--- src/rtl/commit_unit_v2.sv ---
// commit_unit_v2: in-order multi-slot commit stage with precise traps, branch redirect and post-flush drain.
// Retires the contiguous oldest completed ROB slots; all side-effect outputs are registered one cycle later.
module commit_unit_v2 #(
  parameter int COMMIT_W = 4,
  parameter int XLEN = 32,
  parameter int ARCH_REGS = 32,
  parameter int PHYS_W = 6,
  parameter int ROB_IDX_W = 5,
  parameter int MAX_ST = 1,
  localparam int CW = $clog2(COMMIT_W + 1)
) (
  input  logic                                clk,
  input  logic                                reset,
  input  logic [COMMIT_W-1:0]                 rob_valid,
  input  logic [COMMIT_W-1:0][4:0]            rob_arch_rd,
  input  logic [COMMIT_W-1:0][PHYS_W-1:0]     rob_phys_rd,
  input  logic [COMMIT_W-1:0]                 rob_exception,
  input  logic [COMMIT_W-1:0][4:0]            rob_exc_cause,
  input  logic [COMMIT_W-1:0][XLEN-1:0]       rob_exc_tval,
  input  logic [COMMIT_W-1:0]                 rob_is_store,
  input  logic [COMMIT_W-1:0]                 rob_is_branch,
  input  logic [COMMIT_W-1:0]                 rob_mispredict,
  input  logic [COMMIT_W-1:0]                 rob_br_taken,
  input  logic [COMMIT_W-1:0][XLEN-1:0]       rob_pc,
  input  logic [COMMIT_W-1:0][XLEN-1:0]       rob_br_target,
  input  logic [COMMIT_W-1:0][ROB_IDX_W-1:0]  rob_idx,
  input  logic                                rob_empty,
  input  logic [XLEN-1:0]                     mtvec,
  input  logic                                lsu_store_ready,
  output logic [CW-1:0]                       rob_retire_cnt,
  output logic [COMMIT_W-1:0][PHYS_W-1:0]     prf_rtag,
  input  logic [COMMIT_W-1:0][XLEN-1:0]       prf_rdata,
  output logic [COMMIT_W-1:0]                 arf_wen,
  output logic [COMMIT_W-1:0][4:0]            arf_waddr,
  output logic [COMMIT_W-1:0][XLEN-1:0]       arf_wdata,
  output logic [COMMIT_W-1:0]                 free_en,
  output logic [COMMIT_W-1:0][PHYS_W-1:0]     free_phys,
  output logic [COMMIT_W-1:0]                 rename_commit_en,
  output logic [COMMIT_W-1:0][4:0]            rename_commit_arch,
  output logic [COMMIT_W-1:0][PHYS_W-1:0]     rename_commit_phys,
  output logic [COMMIT_W-1:0]                 lsu_commit_en,
  output logic [COMMIT_W-1:0][ROB_IDX_W-1:0]  lsu_commit_rob_idx,
  output logic                                exception_valid,
  output logic [4:0]                          exception_cause,
  output logic [XLEN-1:0]                     exception_pc,
  output logic [XLEN-1:0]                     exception_tval,
  output logic                                flush_pipeline,
  output logic [XLEN-1:0]                     flush_pc,
  output logic                                bp_update_en,
  output logic [XLEN-1:0]                     bp_update_pc,
  output logic                                bp_update_taken,
  output logic [XLEN-1:0]                     bp_update_target,
  output logic [63:0]                         perf_insns,
  output logic [63:0]                         perf_exceptions,
  output logic [63:0]                         perf_mispredicts,
  output logic [63:0]                         perf_stall_cycles
);
  typedef enum logic {RUN, DRAIN} state_t;
  state_t state_q, state_d;
  logic run, stop, exc, mis, bp;
  logic [CW-1:0] cnt, st_cnt;
  logic [ARCH_REGS-1:0][PHYS_W-1:0] rat_q, rat_d;
  logic [COMMIT_W-1:0] arf_wen_q, arf_wen_d, free_en_q, free_en_d, ren_en_q, ren_en_d, lsu_en_q, lsu_en_d;
  logic [COMMIT_W-1:0][4:0] arf_waddr_q, arf_waddr_d, ren_arch_q, ren_arch_d;
  logic [COMMIT_W-1:0][XLEN-1:0] arf_wdata_q, arf_wdata_d;
  logic [COMMIT_W-1:0][PHYS_W-1:0] free_phys_q, free_phys_d, ren_phys_q, ren_phys_d;
  logic [COMMIT_W-1:0][ROB_IDX_W-1:0] lsu_idx_q, lsu_idx_d;
  logic exc_valid_q, exc_valid_d, flush_q, flush_d, bp_en_q, bp_en_d, bp_taken_q, bp_taken_d;
  logic [4:0] exc_cause_q, exc_cause_d;
  logic [XLEN-1:0] exc_pc_q, exc_pc_d, exc_tval_q, exc_tval_d, flush_pc_q, flush_pc_d;
  logic [XLEN-1:0] bp_pc_q, bp_pc_d, bp_target_q, bp_target_d;
  logic [63:0] p_insns_q, p_insns_d, p_exc_q, p_exc_d, p_mis_q, p_mis_d, p_stall_q, p_stall_d;

  // The drain-exit cycle (rob_empty seen in DRAIN) already behaves as RUN.
  always_comb begin
    run = state_q == RUN || rob_empty;
    stop = 1'b0;
    exc = 1'b0;
    mis = 1'b0;
    bp = 1'b0;
    cnt = '0;
    st_cnt = '0;
    rat_d = rat_q;
    arf_wen_d = '0;
    arf_waddr_d = arf_waddr_q;
    arf_wdata_d = arf_wdata_q;
    free_en_d = '0;
    free_phys_d = free_phys_q;
    ren_en_d = '0;
    ren_arch_d = ren_arch_q;
    ren_phys_d = ren_phys_q;
    lsu_en_d = '0;
    lsu_idx_d = lsu_idx_q;
    exc_valid_d = 1'b0;
    exc_cause_d = exc_cause_q;
    exc_pc_d = exc_pc_q;
    exc_tval_d = exc_tval_q;
    flush_d = 1'b0;
    flush_pc_d = flush_pc_q;
    bp_en_d = 1'b0;
    bp_pc_d = bp_pc_q;
    bp_taken_d = bp_taken_q;
    bp_target_d = bp_target_q;
    for (int i = 0; i < COMMIT_W; i++) begin
      if (run && !stop) begin
        if (!rob_valid[i]) stop = 1'b1;
        else if (rob_exception[i]) begin
          stop = 1'b1;
          exc = 1'b1;
          exc_valid_d = 1'b1;
          exc_cause_d = rob_exc_cause[i];
          exc_pc_d = rob_pc[i];
          exc_tval_d = rob_exc_tval[i];
          flush_d = 1'b1;
          flush_pc_d = mtvec;
        end else if (rob_is_store[i] && (!lsu_store_ready || st_cnt == CW'(MAX_ST))) stop = 1'b1;
        else begin
          cnt = cnt + CW'(1);
          ren_en_d[i] = 1'b1;
          ren_arch_d[i] = rob_arch_rd[i];
          ren_phys_d[i] = rob_phys_rd[i];
          // Walking a private RAT copy makes a later same-rd slot free the earlier slot's tag.
          if (rob_arch_rd[i] != 5'd0) begin
            arf_wen_d[i] = 1'b1;
            arf_waddr_d[i] = rob_arch_rd[i];
            arf_wdata_d[i] = prf_rdata[i];
            free_en_d[i] = 1'b1;
            free_phys_d[i] = rat_d[rob_arch_rd[i]];
            rat_d[rob_arch_rd[i]] = rob_phys_rd[i];
          end
          if (rob_is_store[i]) begin
            st_cnt = st_cnt + CW'(1);
            lsu_en_d[i] = 1'b1;
            lsu_idx_d[i] = rob_idx[i];
          end
          if (rob_is_branch[i] && !bp) begin
            bp = 1'b1;
            bp_en_d = 1'b1;
            bp_pc_d = rob_pc[i];
            bp_taken_d = rob_br_taken[i];
            bp_target_d = rob_br_target[i];
          end
          if (rob_mispredict[i]) begin
            stop = 1'b1;
            mis = 1'b1;
            flush_d = 1'b1;
            flush_pc_d = rob_br_taken[i] ? rob_br_target[i] : rob_pc[i] + XLEN'(4);
          end
        end
      end
    end
    state_d = flush_d ? DRAIN : run ? RUN : DRAIN;
    p_insns_d = p_insns_q + 64'(cnt);
    p_exc_d = p_exc_q + 64'(exc);
    p_mis_d = p_mis_q + 64'(mis);
    p_stall_d = p_stall_q + 64'(run && rob_valid[0] && cnt == '0 && !flush_d);
  end

  always_ff @(posedge clk or posedge reset) begin
    if (reset) begin
      state_q <= RUN;
      for (int i = 0; i < ARCH_REGS; i++) rat_q[i] <= PHYS_W'(i);
      {arf_wen_q, arf_waddr_q, arf_wdata_q, free_en_q, free_phys_q} <= '0;
      {ren_en_q, ren_arch_q, ren_phys_q, lsu_en_q, lsu_idx_q} <= '0;
      {exc_valid_q, exc_cause_q, exc_pc_q, exc_tval_q, flush_q, flush_pc_q} <= '0;
      {bp_en_q, bp_pc_q, bp_taken_q, bp_target_q} <= '0;
      {p_insns_q, p_exc_q, p_mis_q, p_stall_q} <= '0;
    end else begin
      state_q <= state_d;
      rat_q <= rat_d;
      {arf_wen_q, arf_waddr_q, arf_wdata_q, free_en_q, free_phys_q} <= {arf_wen_d, arf_waddr_d, arf_wdata_d, free_en_d, free_phys_d};
      {ren_en_q, ren_arch_q, ren_phys_q, lsu_en_q, lsu_idx_q} <= {ren_en_d, ren_arch_d, ren_phys_d, lsu_en_d, lsu_idx_d};
      {exc_valid_q, exc_cause_q, exc_pc_q, exc_tval_q, flush_q, flush_pc_q} <= {exc_valid_d, exc_cause_d, exc_pc_d, exc_tval_d, flush_d, flush_pc_d};
      {bp_en_q, bp_pc_q, bp_taken_q, bp_target_q} <= {bp_en_d, bp_pc_d, bp_taken_d, bp_target_d};
      {p_insns_q, p_exc_q, p_mis_q, p_stall_q} <= {p_insns_d, p_exc_d, p_mis_d, p_stall_d};
    end
  end

  assign rob_retire_cnt = cnt;
  assign prf_rtag = rob_phys_rd;
  assign {arf_wen, arf_waddr, arf_wdata, free_en, free_phys} = {arf_wen_q, arf_waddr_q, arf_wdata_q, free_en_q, free_phys_q};
  assign {rename_commit_en, rename_commit_arch, rename_commit_phys} = {ren_en_q, ren_arch_q, ren_phys_q};
  assign {lsu_commit_en, lsu_commit_rob_idx} = {lsu_en_q, lsu_idx_q};
  assign {exception_valid, exception_cause, exception_pc, exception_tval} = {exc_valid_q, exc_cause_q, exc_pc_q, exc_tval_q};
  assign {flush_pipeline, flush_pc} = {flush_q, flush_pc_q};
  assign {bp_update_en, bp_update_pc, bp_update_taken, bp_update_target} = {bp_en_q, bp_pc_q, bp_taken_q, bp_target_q};
  assign {perf_insns, perf_exceptions, perf_mispredicts, perf_stall_cycles} = {p_insns_q, p_exc_q, p_mis_q, p_stall_q};
endmodule

--- config.mk ---
export PLATFORM = sky130hd
export DESIGN_NAME = commit_unit_v2
export DESIGN_NICKNAME = d
export VERILOG_FILES = /design/src/rtl/commit_unit_v2.sv
export SDC_FILE = /design/constraint.sdc
export NUM_CORES = 2
export LEC_CHECK = 0
export ABC_AREA = 1
export BUFFER_PORTS_ARGS = -buffer_cell sky130_fd_sc_hd__buf_2
export CAP_MARGIN = 20
export CORE_AREA = 3 3 523 525
export CTS_BUF_LIST = sky130_fd_sc_hd__clkbuf_8
export DETAILED_ROUTE_END_ITERATION = 12
export DIE_AREA = 0 0 526 528
export PLACE_DENSITY_LB_ADDON = 0.3
export SYNTH_ARGS = -nofsm -noshare
export SYNTH_HDL_FRONTEND = slang
export SYNTH_SLANG_ARGS = --single-unit
--- constraint.sdc ---
create_clock -name clk -period 35.2 [get_ports clk]
set_input_delay 5.28 -clock clk [delete_from_list [all_inputs] [get_ports clk]]
set_output_delay 5.28 -clock clk [all_outputs]
set_load 0.01 [all_outputs]
## Word level (Yosys, flattened, before mapping)

Index checks and enable logic that the tools add are counted.

| word-level totals | value |
|---|---|
| bits of input ports | 656 |
| flip-flop bits (word level) | 866 |
| word-level logic and storage cells | 486 |
| output and inout bits | 704 |

| cells by class | value |
|---|---|
| mux-type cells | 333 |
| equal/unequal tests | 3 |
| $lt $le $gt $ge | 8 |
| bitwise logic cells | 9 |
| reduce and logical (&&, ||, !) cells | 46 |
| $add $sub $neg | 13 |

Operators with widths:

| operator | number |
|---|---|
| 192-bit 2-to-1 mux | 20 |
| 32-bit 2-to-1 mux | 88 |
| 192-bit bitwise mux | 4 |
| 64-bit by 1-bit adder with 64-bit output | 3 |
| 1-bit 2-to-1 mux | 171 |
| 32-bit by 3-bit adder with 32-bit output, second input constant | 4 |
| 6-bit binary-select mux with 5-bit select | 4 |
| 6-bit demux with 5-bit select | 4 |
| 3-bit 2-to-1 mux | 22 |
| 64-bit by 3-bit adder with 64-bit output | 1 |
| 5-bit 2-to-1 mux | 12 |
| 6-bit 2-to-1 mux | 8 |
| 5-bit AND reduction | 8 |
| 5-bit by 6-bit < comparator with 1-bit output, second input constant | 4 |
| 5-bit by 1-bit >= comparator with 1-bit output, second input constant | 4 |
| 5-bit nonzero test | 4 |
| 1-bit logical AND | 17 |
| 4-bit AND reduction | 4 |
| 3-bit by 1-bit adder with 3-bit output, second input constant | 5 |
| 3-bit by 1-bit equality test with 1-bit output, second input constant | 3 |
| 1-bit inverter | 9 |
| 1-bit zero test | 8 |
| 1-bit logical OR | 4 |
| 3-bit zero test | 1 |

## Logic depth before layout (Yosys ltp)

| depth | value |
|---|---|
| depth after elaboration | 31 |
| mapped depth | 43 |
| depth with buffers taken out | 43 |

## Worst setup path after synthesis

OpenSTA, ideal clock, no wires.

| timing path | value |
|---|---|
| path kind | input to output |
| start | in rob_exception[0] |
| end | out rob_retire_cnt[1] |
| cell stages on the path | 19 |
| data required time | 29920 ps |
| arrival time | 8222 ps |
| path slack | 21698 ps |
| path buffers | 2 |
| path through | inv_2 > nand3_1 > nor2_2 > ha_1 > o21ai_1 > inv_1 > ha_1 > or2_1 > nand2_2 > inv_2 > nor2_2 > inv_1 > nor2_4 > buf_4 > buf_2 > o21ai_0 > ha_1 > nor2_1 > nor2_1 |

| on the way | value |
|---|---|
| word-level cells in the longest chain between the ends | 24 |
| elaborated cells between the ends (all ways) | 61 |
| those cells by class | add/sub (5); eq/ne (3); mux (41); reduce/logical (12) |

Ends and longest elaborated chain:

| element | RTL line | RTL |
|---|---|---|
| start, declared | 17 | `input logic [COMMIT_W-1:0] rob_exception,` |
| parallel branches: the longest is 23 deep, another holds 3-bit by 1-bit adder with 3-bit output | -- |  |
| 3-bit 2-to-1 mux * | 105 | `if (run && !stop) begin` |
| end, declared | 30 | `output logic [CW-1:0] rob_retire_cnt,` |

Mark *: on every way between the ends.

## Worst setup path in the final report

| timing path | value |
|---|---|
| start | in rob_empty |
| end | out rob_retire_cnt[1] |

| on the way | value |
|---|---|
| word-level cells in the longest chain between the ends | 23 |
| elaborated cells between the ends (all ways) | 56 |
| those cells by class | add/sub (5); eq/ne (3); mux (35); reduce/logical (13) |

Ends and longest elaborated chain:

| element | RTL line | RTL |
|---|---|---|
| start, declared | 27 | `input logic rob_empty,` |
| 1-bit logical OR * | 76 | `run = state_q == RUN \|\| rob_empty;` |
| parallel branches: the longest is 21 deep, another holds 3-bit by 1-bit adder with 3-bit output | -- |  |
| 3-bit 2-to-1 mux * | 105 |  |

Marked as above.

==> impl_metrics.json <==
{
  "wl_met2_um": 185000,
  "grt_pass1_vias": 67700,
  "tritoncts_num_sinks": 866,
  "post_synth.cell_area_avg_um2": 6.71,
  "drv_cap": 0,
  "drc_errors": 0,
  "worst_hold_path_type": "flip-flop to flip-flop",
  "path_max_fanout": 26,
  "synthToLayoutAreaGrowth_pct": 24.7,
  "floorplan.die.width_um": 526,
  "fin_ws_ns": 18.81,
  "critical-path-slowest-cell": "sky130_fd_sc_hd__inv_2",
  "vdd_drop_max_mv": 0.0268,
  "synth_most_common_cell": "sky130_fd_sc_hd__nand2_1",
  "finalHoldViolations": 0,
  "wire_length_of_the_first_global_routing_pass_um": 595000,
  "ys_seq_elements": 866,
  "core-area_mm2": 0.270,
  "ctsHtreeMaxLevel": 4,
  "share_of_synthesized_area_occupied_by_flip_flops_and_latches_pct": 36.6,
  "route.final.wire_length_um": 451000,
  "largest_net_degree_at_the_start_of_global_routing": 149,
  "worstMarginPinSlew_ns": 1.31,
  "clk_transition_reported_paths_ns": 0.06,
  "yosys_warnings": 0,
  "clock_latency_ns": 1.02,
  "wl_met1_um": 172000,
  "detail_route.wl_per_cell_um": 32.2,
  "grt.overflow.total": 0,
  "unrepaired_setup_endpoints_after_global_routing": "false",
  "cp-startpoint": "rob_empty",
  "outcome": "finished clean",
  "worst_hold_startpoint": "arf_wdata[105]",
  "power_density_over_the_cells_mw_per_mm2": 43.7,
  "synth_largest_type_area_fraction_pct": 33.1,
  "setup_tns_ns": 0,
  "vias": 74600,
  "track_usage_pct": 30.8,
  "met3WireLength_um": 54700,
  "tritoncts": "yes",
  "post_synth_design_cell_area_mm2": 0.0595,
  "synth_edf_count": 0,
  "fp.dieArea_mm2": 0.278,
  "gpl.final_weighted_congestion": 1.08,
  "clockRootBuffer": "sky130_fd_sc_hd__clkbuf_8",
  "leakage_uw": 0.0368,
  "dp.final_hpwl_um": 352000,
  "postCtsResizedCells": 0,
  "post-place-ws_ns": 18.58,
  "ys_async_sr_fraction_pct": 100,
  "floorplan.die.height_um": 528,
  "finalCritPeriodShare_pct": 46.6,
  "worstReg2RegStart": "state_q",
  "detail_route.first_pass.iterations": 9,
  "highest_layer": "met5",
  "critical-path-top-delay-family": "simple AND/OR/NAND/NOR gates",
  "post-synth-top-area-cell": "sky130_fd_sc_hd__dfrtp_1",
  "fp-row-count": 191,
  "post_cts.repair.setup_buffers": 0,
  "fmax_mhz": 61.0,
  "synth-main-ff-cell": "sky130_fd_sc_hd__dfrtp_1",
  "tritoncts.num_buffers": 184,
  "crit_type": "primary input to output pin",
  "critical_path_arrival_ns": 11.11,
  "largest_buffer_count_on_any_clock_path": 4,
  "layout-drive-gt1-share_pct": 19.5,
  "maxSlewViolCount": 0,
  "layout_min_cycle_time_ns": 16.39,
  "nFillCells": 30800,
  "design.portCount": 1360,
  "initial_utilization_pct": 22.0,
  "design.final.nets": 10700,
  "cts_hold_buffers": 0,
  "max_slew_margin_pct": 11.9,
  "ant_nets": 0,
  "synth_top_cells_by_area": "sky130_fd_sc_hd__dfrtp_1 33%, sky130_fd_sc_hd__nand2_1 17%, sky130_fd_sc_hd__nand3_1 7.7%",
  "cp_num_buf_inv": 8,
  "antenna_violations_before_repair": 177,
  "port_buffers": 1359,
  "critPathMaxStageDelay_ns": 0.56,
  "worstSetupEndpointType": "output pin",
  "synth_cell_type_count": 68,
  "critical_path_launch_point_type": "primary input",
  "drt_iter0_drc": 10400,
  "timing.critical_path.required_ns": 29.92,
  "detailed_route_vias_per_instance": 5.33,
  "mappedNetlistNets": 9531,
  "synth_commonest_cells": "2,636 x sky130_fd_sc_hd__nand2_1, 917 x sky130_fd_sc_hd__nand3_1, 900 x sky130_fd_sc_hd__o21ai_0",
  "setup_viol": 0,
  "hold_ws_ns": 0.464,
  "synthCells": 8855,
  "skew_ns": 0.135
}
==> cells in the final DEF (no fill, tap or decap), types with 136 or more instances in the layout <==
cell type,n
sky130_fd_sc_hd__a21oi_1,174
sky130_fd_sc_hd__buf_2,1358
sky130_fd_sc_hd__clkbuf_8,215
sky130_fd_sc_hd__dfrtp_1,786
sky130_fd_sc_hd__diode_2,275
sky130_fd_sc_hd__inv_1,688
sky130_fd_sc_hd__nand2_1,2632
sky130_fd_sc_hd__nand3_1,915
sky130_fd_sc_hd__nand4_1,188
sky130_fd_sc_hd__nor2_1,697
sky130_fd_sc_hd__nor3_1,143
sky130_fd_sc_hd__o211ai_1,136
sky130_fd_sc_hd__o21ai_0,899
sky130_fd_sc_hd__xor2_1,257
==> per-layer routing <==
| layer | vias up | global-route usage [%] |
|---|---|---|
| met3 | 1289 | 10.7 |
| met4 | 60 | 22.2 |
| li1 | 32200 | - |
| met5 | - | 0 |
| met2 | 5265 | 44.3 |
| met1 | 35800 | 38.1 |
==> area by class of cell <==
class                      count  area [um2]  area share, %
clock buffer                 215        2960           3.99
clock inverter               109         747           1.01
sequential                   866       21800           29.4
timing repair buffer        1493        7860           10.6
antenna                      275         688          0.928
inverter                     674        2540           3.43
tap                         3570        4470           6.03
multi-input combinational   6789       33100           44.6
==> cells by family after synthesis <==
logic type               synth area share, %
AO/OA/AOI/OAI                           15.4
buffers and inverters                   8.01
flip-flops                              36.6
AND/OR/NAND/NOR                         34.7
adder cells (fa/ha/maj)                0.434
XOR/XNOR                                4.64
multiplexers                           0.202
==> where the power goes <==
group	leakage [uW]	switching, uW	internal (uW)
clock network	0.00214	542	622
logic	0.0241	609	251
registers	0.0105	96.3	1120
==> worst paths after layout <==
path / endpoint / depth (start not counted) / slack, ns
hold reg to reg: arf_wdata[105] / 2 / 0.46
setup reg to reg: perf_stall_cycles[63] / 38 / 26.35
hold / removal: arf_wdata[105] / 2 / 0.46
min in group asynchronous: rat_q[137] / 2 / 4.29
setup / recovery: rob_retire_cnt[1] / 26 / 18.81
max in group asynchronous: perf_stall_cycles[9] / 5 / 27.85
==> per-stage QoR <==
stage	instances	util [%]	area [um2]	total power [uW]
floorplan	8855	-	59500	1590
global placement	13400	25.8	69700	2060
detailed placement	13400	25.8	69700	2060
CTS	13700	27.2	73400	3240
global route	13900	27.4	73900	3360
finish	14000	27.5	74100	3240
==> worst min-delay path, delay by kind of cell, from the launching register on <==
kind          cells  cell delay (ns)
simple gates      2             0.10
flops             1             0.33
==> state kept, by name, summed over array words and instances, names as in the netlist, 24 cells and up <==
| name | flops |
|---|---|
| perf_mispredicts | 64 |
| exception_pc | 32 |
| perf_insns | 64 |
| exception_tval | 32 |
| flush_pc | 32 |
| bp_update_pc | 32 |
| bp_update_target | 32 |
| free_phys | 24 |
| rename_commit_phys | 24 |
| rat_q | 192 |
| arf_wdata | 128 |
| perf_stall_cycles | 64 |
| perf_exceptions | 64 |
Power figures use the tool's default switching activity.
